==> src/rtl/ray_pkg.sv <==
// Shared types and constants for the ray-intersection datapath (dot, cross and t-divide stages).
package ray_pkg;

    typedef logic signed [31:0] fix_t;

    localparam fix_t FIX_MAX    = 32'sh7FFF_FFFF;
    localparam fix_t FIX_MIN    = 32'sh8000_0000;
    localparam int   Q_BITS_DEF = 10;

    typedef enum logic [1:0] {
        S_IDLE  = 2'd0,
        S_DIV   = 2'd1,
        S_FIX   = 2'd2,
        S_WRITE = 2'd3
    } ray_t_state_e;

    // 33-bit magnitude so that -2^31 maps to +2^31 without overflow.
    function automatic logic [32:0] fix_mag(input fix_t v);
        logic [32:0] ext_v;
        ext_v = {v[31], v};
        if (v[31]) begin
            return 33'd0 - ext_v;
        end else begin
            return ext_v;
        end
    endfunction

endpackage

==> src/rtl/udiv_iter.sv <==
// udiv_iter: unsigned restoring divider, one quotient bit per cycle, MSB first.
// done is asserted combinationally during the final step; quotient is valid the cycle after.
module udiv_iter #(
    parameter int W  = 42,
    parameter int DW = 33
) (
    input  logic          clock,
    input  logic          reset,
    input  logic          start,
    input  logic [W-1:0]  dividend,
    input  logic [DW-1:0] divisor,
    output logic          busy,
    output logic          done,
    output logic [W-1:0]  quotient
);

    localparam int               CNT_W    = 6;
    localparam logic [CNT_W-1:0] LAST_CNT = CNT_W'(W - 1);
    localparam logic [CNT_W-1:0] CNT_ONE  = CNT_W'(1);

    logic [W-1:0]     quo_r;
    logic [DW-1:0]    rem_r;
    logic [DW-1:0]    dsr_r;
    logic [CNT_W-1:0] cnt_r;
    logic             busy_r;
    logic [DW:0]      trial_s;
    logic [DW:0]      diff_s;
    logic             fits_s;
    logic             done_s;

    // Trial subtraction: a clear top bit of the difference means the divisor fits.
    always_comb begin
        trial_s = {rem_r, quo_r[W-1]};
        diff_s  = trial_s - {1'b0, dsr_r};
        fits_s  = ~diff_s[DW];
        done_s  = busy_r && (cnt_r == LAST_CNT);
    end

    // Iteration registers; quo_r shifts the dividend out and the quotient bits in.
    always_ff @(posedge clock or negedge reset) begin
        if (!reset) begin
            quo_r  <= {W{1'b0}};
            rem_r  <= {DW{1'b0}};
            dsr_r  <= {DW{1'b0}};
            cnt_r  <= {CNT_W{1'b0}};
            busy_r <= 1'b0;
        end else if (start) begin
            quo_r  <= dividend;
            rem_r  <= {DW{1'b0}};
            dsr_r  <= divisor;
            cnt_r  <= {CNT_W{1'b0}};
            busy_r <= 1'b1;
        end else if (busy_r) begin
            rem_r  <= fits_s ? diff_s[DW-1:0] : trial_s[DW-1:0];
            quo_r  <= {quo_r[W-2:0], fits_s};
            cnt_r  <= cnt_r + CNT_ONE;
            busy_r <= !done_s;
        end else begin
            quo_r  <= quo_r;
            rem_r  <= rem_r;
            dsr_r  <= dsr_r;
            cnt_r  <= cnt_r;
            busy_r <= busy_r;
        end
    end

    assign busy     = busy_r;
    assign done     = done_s;
    assign quotient = quo_r;

endmodule

==> src/rtl/ray_t_div.sv <==
// ray_t_div: ray-plane distance t = num / den in signed fixed point, FIFO in / FIFO out.
// Build macro RAY_T_TMIN_CULL_EN: hit requires t >= T_MIN instead of t > 0.
module ray_t_div
    import ray_pkg::*;
#(
    parameter int Q_BITS = Q_BITS_DEF,
    parameter int T_MIN  = 1
) (
    input  logic               clock,
    input  logic               reset,
    input  logic signed [31:0] num,
    input  logic               num_empty,
    output logic               num_rd_en,
    input  logic signed [31:0] den,
    input  logic               den_empty,
    output logic               den_rd_en,
    output logic signed [31:0] t,
    output logic               hit,
    input  logic               out_full,
    output logic               out_wr_en
);

    localparam int W = 32 + Q_BITS;

`ifdef RAY_T_TMIN_CULL_EN
    localparam bit CULL_EN = 1'b1;
`else
    localparam bit CULL_EN = 1'b0;
`endif

    // t > 0 is the same test as t >= 1 on raw Q values.
    localparam fix_t         HIT_MIN = CULL_EN ? fix_t'(T_MIN) : 32'sd1;
    localparam logic [W-1:0] POS_LIM = {{(W-32){1'b0}}, 32'h7FFF_FFFF};
    localparam logic [W-1:0] NEG_LIM = {{(W-32){1'b0}}, 32'h8000_0000};

    ray_t_state_e state_r;
    ray_t_state_e state_nx_s;
    logic         sign_r;
    fix_t         t_r;
    logic         hit_r;
    logic         den_zero_s;
    logic         div_start_s;
    logic         div_busy_s;
    logic         div_done_s;
    logic [32:0]  num_mag_s;
    logic [32:0]  den_mag_s;
    logic [W-1:0] dividend_s;
    logic [W-1:0] quot_s;
    fix_t         t_calc_s;
    logic         hit_calc_s;

    assign den_zero_s = (den == 32'sd0);
    assign num_mag_s  = fix_mag(num);
    assign den_mag_s  = fix_mag(den);
    assign dividend_s = W'({num_mag_s, {Q_BITS{1'b0}}});

    udiv_iter #(
        .W  (W),
        .DW (33)
    ) u_div (
        .clock    (clock),
        .reset    (reset),
        .start    (div_start_s),
        .dividend (dividend_s),
        .divisor  (den_mag_s),
        .busy     (div_busy_s),
        .done     (div_done_s),
        .quotient (quot_s)
    );

    // Handshake FSM: pops both FIFOs together, one pair in flight; all strobes low in reset.
    always_comb begin
        state_nx_s  = state_r;
        num_rd_en   = 1'b0;
        den_rd_en   = 1'b0;
        out_wr_en   = 1'b0;
        div_start_s = 1'b0;
        if (!reset) begin
            state_nx_s = S_IDLE;
        end else begin
            case (state_r)
                S_IDLE: begin
                    if (!num_empty && !den_empty) begin
                        num_rd_en = 1'b1;
                        den_rd_en = 1'b1;
                        if (den_zero_s) begin
                            state_nx_s = S_WRITE;
                        end else begin
                            div_start_s = 1'b1;
                            state_nx_s  = S_DIV;
                        end
                    end else begin
                        state_nx_s = S_IDLE;
                    end
                end
                S_DIV: begin
                    if (div_done_s) begin
                        state_nx_s = S_FIX;
                    end else if (div_busy_s) begin
                        state_nx_s = S_DIV;
                    end else begin
                        state_nx_s = S_IDLE;
                    end
                end
                S_FIX: begin
                    state_nx_s = S_WRITE;
                end
                S_WRITE: begin
                    if (!out_full) begin
                        out_wr_en  = 1'b1;
                        state_nx_s = S_IDLE;
                    end else begin
                        state_nx_s = S_WRITE;
                    end
                end
                default: begin
                    state_nx_s = S_IDLE;
                end
            endcase
        end
    end

    // Sign restore with saturation; the quotient is already truncated toward zero.
    always_comb begin
        t_calc_s = FIX_MAX;
        if (sign_r) begin
            if (quot_s > NEG_LIM) begin
                t_calc_s = FIX_MIN;
            end else begin
                t_calc_s = fix_t'(32'd0 - quot_s[31:0]);
            end
        end else begin
            if (quot_s > POS_LIM) begin
                t_calc_s = FIX_MAX;
            end else begin
                t_calc_s = fix_t'(quot_s[31:0]);
            end
        end
        hit_calc_s = (t_calc_s >= HIT_MIN);
    end

    // State, sign and result registers; t/hit move only on a result-capture edge.
    always_ff @(posedge clock or negedge reset) begin
        if (!reset) begin
            state_r <= S_IDLE;
            sign_r  <= 1'b0;
            t_r     <= 32'sd0;
            hit_r   <= 1'b0;
        end else begin
            state_r <= state_nx_s;
            if (div_start_s) begin
                sign_r <= num[31] ^ den[31];
            end else begin
                sign_r <= sign_r;
            end
            if (num_rd_en && den_zero_s) begin
                t_r   <= FIX_MAX;
                hit_r <= 1'b0;
            end else if (state_r == S_FIX) begin
                t_r   <= t_calc_s;
                hit_r <= hit_calc_s;
            end else begin
                t_r   <= t_r;
                hit_r <= hit_r;
            end
        end
    end

    assign t   = t_r;
    assign hit = hit_r;

endmodule

==> config.mk <==
export PLATFORM = sky130hd
export DESIGN_NAME = ray_t_div
export DESIGN_NICKNAME = d
export VERILOG_FILES = /design/src/rtl/ray_pkg.sv /design/src/rtl/udiv_iter.sv /design/src/rtl/ray_t_div.sv
export SDC_FILE = /design/constraint.sdc
export NUM_CORES = 1
export LEC_CHECK = 0
export BUFFER_PORTS_ARGS = -buffer_cell sky130_fd_sc_hd__buf_2
export CAP_MARGIN = 20
export CORE_ASPECT_RATIO = 1.4
export CORE_MARGIN = 10
export CORE_UTILIZATION = 50
export CTS_CLUSTER_SIZE = 28
export DETAILED_ROUTE_END_ITERATION = 6
export GPL_TIMING_DRIVEN = 1
export PLACE_DENSITY = 0.69
export SYNTH_ARGS = -nofsm -noshare
export SYNTH_HDL_FRONTEND = slang
export SYNTH_HIERARCHICAL = 1
export SYNTH_SLANG_ARGS = --single-unit
==> constraint.sdc <==
create_clock -name clock -period 4.5 [get_ports clock]
set_clock_uncertainty 0.1 [all_clocks]
set_input_delay 1.35 -clock clock [delete_from_list [all_inputs] [get_ports clock]]
set_output_delay 1.35 -clock clock [all_outputs]
set_load 0.01 [all_outputs]
* After elaboration in Yosys (flattened, before gate mapping)
Cells that the tools add are included. Widths: inputs -> output; s select.
Word-level totals: bits of input ports 69, logic and storage cells 68, register bits 151
Operators by class: bitwise operators 2, muxes and demuxes 35, reduce and logical (&&, ||, !) cells 10, $add $sub $neg 5, equal/unequal tests 4, magnitude comparators 3
Operator list (number):
- $mux 32 | 6
- $mux 33 | 4
- $mux 42 | 2
- $sub 1x32->32 const A | 2
- $gt 42x31->1 const B | 1
- $gt 42x32->1 const B | 1
- $sub 34x33->34 | 1
- $sub 1x32->33 const A | 1
- $ge 32x2->1 const B | 1
- $logic_not 32->1 | 1
- $mux 1 | 15
- $mux 6 | 2
- $mux 2 | 5
- $pmux 2 s4 | 1
- $add 6x1->6 const B | 1
- $eq 6x6->1 const B | 1
- $eq 2x2->1 const B | 2
- $reduce_bool 2->1 | 2
- $logic_and 1x1->1 | 3
- $logic_not 1->1 | 3
- $eq 2x1->1 const B | 1
- $logic_not 2->1 | 1
- $not 1->1 | 1
- $xor 1x1->1 | 1

* Logic depth before layout (Yosys ltp)
word-level depth 7, gate-level depth with buffers 15, gate-level depth less buffers 12

* Cells and area by module
Netlist, hierarchy kept.
By module, submodules not included:
- udiv_iter | cells an instance 781, times used 1, area an instance 6966.7 um^2
- ray_t_div | cells an instance 564, times used 1, area an instance 4050.1 um^2

* Worst setup path after synthesis
No wires, ideal clock.
path type input to register, from input port den[10], to register u_div.rem_r[0], path buffers 1, stages on the path 9, data arrival time 4.081 ns, slack 0.215 ns, cell sequence or4_1 -> or2_1 -> or4_4 -> or4_4 -> nor2b_2 -> nor2b_1 -> clkbuf_1 -> or4_1 -> o311ai_1
On the way: cells in the longest elaborated chain, start to end 6, elaborated cells on any way between the ends 7
RTL lines:
- start, declared | RTL line ray_t_div.sv:14 | input logic signed [31:0] den,
- $logic_not 32->1 (*) | RTL line ray_t_div.sv:52 | assign den_zero_s = (den == 32'sd0);
- $mux 1 (*) | RTL line ray_t_div.sv:86 | if (den_zero_s) begin
- $mux 1 (*) | RTL line ray_t_div.sv:83 | if (!num_empty && !den_empty) begin
- $mux 1 (*) | RTL line ray_t_div.sv:81 | case (state_r)
- $mux 1 (*) | RTL line ray_t_div.sv:78 | if (!reset) begin
- named net div_start_s | RTL line ray_t_div.sv:42 | logic div_start_s;
- $mux 33 / $reduce_bool 2->1 (equally long branches)
- end signal, assigned | RTL line udiv_iter.sv:43 | rem_r <= {DW{1'b0}};
- end signal, assigned | RTL line udiv_iter.sv:49 | rem_r <= {DW{1'b0}};
- end signal, assigned | RTL line udiv_iter.sv:54 | rem_r <= fits_s ? diff_s[DW-1:0] : trial_s[DW-1:0];
- end, declared | RTL line udiv_iter.sv:22 | logic [DW-1:0] rem_r;
The timed path passes the listed nets; every way through them passes the cells marked *. A chain may end at the register's enable or synchronous reset.

* Worst setup path after layout
Ends and elaborated chain as after synthesis.

==> flow_metrics.env <==
export IMPL_final_nets=1525
export IMPL_end_kind="flip-flop"
export IMPL_rsz0062_at_grt="false"
export IMPL_h_tree_depth=4
export IMPL_critPathArrivalTime_ps=4250
export IMPL_grt_start_max_net_pins=153
export IMPL_hold_depth=2
export IMPL_layout_area_overhead_vs_synth_pct=12.8
export IMPL_core_area_sq_um=21800
export IMPL_syn_area_sq_um=11000
export IMPL_path_clk_slew_ps=70
export IMPL_vias=10058
export IMPL_hold_end="t[26]"
export IMPL_cts_buffers=17
export IMPL_critical_path_max_stage_delay_ps=580
export IMPL_crit_path_start_kind="primary input"
export IMPL_drive_gt1_share_pct=12.8
export IMPL_r2r_cells=12
export IMPL_p_leak_uw=0.00541
export IMPL_synth_ff_type="dfrtp_1"
export IMPL_path_cells="buf_2 -> or4_1 -> or2_1 -> or4_4 -> or4_4 -> nor2b_2 -> nor2b_4 -> or4_1 -> o311ai_1"
export IMPL_synthDistinctLibCells=77
export IMPL_antenna_found_initial=5
export IMPL_crit_fanout=7
export IMPL_hold_class="reg -> reg"
export IMPL_drv_slew=0
export IMPL_dpl_hpwl_microns=22300
export IMPL_fin_crit_sh_pct=89.4
export IMPL_boundaryPins=105
export IMPL_criticalPathCategory="in -> reg"
export IMPL_tritoncts="built"
export IMPL_dieHeight_microns=196
export IMPL_worst_path_buf_inv=1
export IMPL_cp_required_ps=4720
export IMPL_worst_slew_pin_transition_ps=897
export IMPL_grtUsageTotal_pct=20.7
export IMPL_hold_buffers=0
export IMPL_viasPerCell=5.81
export IMPL_drc=0
export IMPL_synth_seq_area_share_pct=34.3
export IMPL_critPathTopFamily="simple AND/OR/NAND/NOR gates"
export IMPL_syn_avg_cell_area_sq_um=8.19
export IMPL_synth_edf_count=0
export IMPL_grt_pass1_wl_microns=49200
export IMPL_clockRootBuffer="clkbuf_16"
export IMPL_instances_no_fill=1730
export IMPL_grt_pass1_vias=9760
export IMPL_synthCells=1345
export IMPL_worst_r2r_endpoint="u_div/rem_r[9]"
export IMPL_relSlewSlack_pct=40.2
export IMPL_timing_rr_start="u_div/quotient[41]"
export IMPL_dp_cells=1695
export IMPL_first_iter_violations=653
export IMPL_regToRegSetupSlack_ps=540
export IMPL_min_period_ps=4030
export IMPL_start_util_pct=50.6
export IMPL_vdd_ir_drop_max_mv=0.343
export IMPL_synth_top_area_cell="dfrtp_1"
export IMPL_die_area_sq_um=28500
export IMPL_final_common_cell="nand2_1"
export IMPL_status="finished, final reports clean"
export IMPL_yosys_warnings=6
export IMPL_mostFrequentLayoutCells="nand2_1 (177), dfrtp_1 (150), o21ai_0 (131)"
export IMPL_port_buffers=104
export IMPL_insertion_delay_ps=430
export IMPL_postSynthRegisterBits=151
export IMPL_setup_viol=0
export IMPL_cap_violations=0
export IMPL_cts_resized=0
export IMPL_postCtsSetupBuffers=0
export IMPL_synthArstFlopShare_pct=100
export IMPL_die_x_microns=145
export IMPL_slowest_stage="or4_4"
export IMPL_finalWirelength_microns=29900
export IMPL_finalPower_uw=8360
export IMPL_worst_hold_startpoint="t[26]"
export IMPL_setup_tns_ps=0
export IMPL_first_pass_iters=5
export IMPL_netlist_area_leader_share_pct=34.3
export IMPL_route_antenna_remaining_nets=0
export IMPL_grt_ovfl_total=0
export IMPL_synth_area_leaders="dfrtp_1 (34%), mux2i_1 (6.4%), xnor2_1 (6.3%)"
export IMPL_place_congestion=0.937
export IMPL_cts_sink_count=151
export IMPL_hold_viol_final=0
export IMPL_clock_fmax_mhz=248
export IMPL_p_per_area_nw_per_um2=673
export IMPL_wl_per_cell_microns=17.3
export IMPL_cts_path_max_buffers=2
export IMPL_rows=64
==> worst reg2reg max path: stages, from the launching register on <==
cell and delay (ps):
dfrtp_1 430, inv_1 90, ha_1 250, nor2b_2 140, o2111ai_1 150, a211oi_2 280
o21ai_1 180, a2111o_1 540, and4_1 230, or3_2 760, buf_12 280, mux2i_1 140
a211oi_1 290
==> where the power goes <==
group | switching, uW | internal (uW) | total (uW)
Sequential | 577 | 1840 | 2420
Clock | 604 | 837 | 1440
Combinational | 2500 | 2000 | 4500
Total | 3680 | 4680 | 8360
==> area by class of cell <==
class	instances	area [sq um]
Sequential cell	151	3780
Clock inverter	13	145
Timing Repair Buffer	126	729
Inverter	58	218
Clock buffer	19	443
Antenna cell	3	7.51
Multi-Input combinational cell	1063	6730
Fill cell	2094	9350
Tap cell	297	372
==> registers in the layout (all words and copies together), names as in the netlist <==
name / cells
u_div/rem_r: 33
u_div/quotient: 42
sign_r: 1
u_div/cnt_r: 6
u_div/dsr_r: 33
t: 32
state_r: 2
hit: 1
u_div/busy: 1
==> Yosys cell counts, types with 6 or more instances <==
library cell  count
o21ai_0         131
and3_1           10
nand4_1          20
o31ai_1          20
a211oi_1         32
nor4_1           20
a21oi_1          73
mux2i_1          70
nor3_1           37
or4_1            14
clkbuf_1         67
o41ai_1           7
xnor2_1          79
a311oi_1          6
a21o_1           16
dfrtp_1         151
nand3_1          29
nor2b_1           8
xor2_1           15
or2_2             6
buf_1             7
o22ai_1           7
a31oi_1           7
ha_1             38
nor2_1           99
inv_1            57
o211ai_1         10
nand2_1         177
nand2b_1         11
or3_1            22
==> logic make-up (layout without fill, tap and decap cells) <==
group                    after synthesis  in the layout  share of synthesized area, %
buffers and inverters                141            216                          5.04
XOR/XNOR                              94             94                          7.47
multiplexers                          71             71                          6.46
flip-flops                           151            151                          34.3
AO/OA/AOI/OAI                        368            368                          21.2
adder cells (fa/ha/maj)               39             39                          4.50
AND/OR/NAND/NOR                      480            480                          21.0
other                                  1             14                        0.0340
==> layer usage <==
layer  vias up  track usage, %  wire length (microns)
met1      4768            23.5                  12400
met5         -               0                     27
met3        61            4.70                   1340
met4         4            8.41                    922
met2       244            36.7                  15200
li1       4981               -                      -
==> metrics by stage <==
stage	utilization, %	hold slack (ps)	instance area, sq um	setup slack, ps
floorplan	-	385	11100	215
global placement	54.3	358	11800	97.3
detailed placement	54.3	377	11800	30.8
CTS	57.0	393	12400	475
global route	57.0	409	12400	298
finish	57.1	385	12400	475
==> how the worst max path moves through the flow <==
stage                     startpoint             end  slack, ps  cells past startpoint
after global routing         den[10]  u_div/rem_r[9]        300                      9
after detailed placement     den[10]  u_div/rem_r[9]         30                      9
after floorplan              den[10]  u_div/rem_r[0]        210                      9
after global placement       den[10]  u_div/rem_r[0]        100                      9
final                        den[10]  u_div/rem_r[0]        470                      9
after CTS                    den[10]  u_div/rem_r[9]        470                      9
No activity file was read; power rests on OpenSTA's default activity.
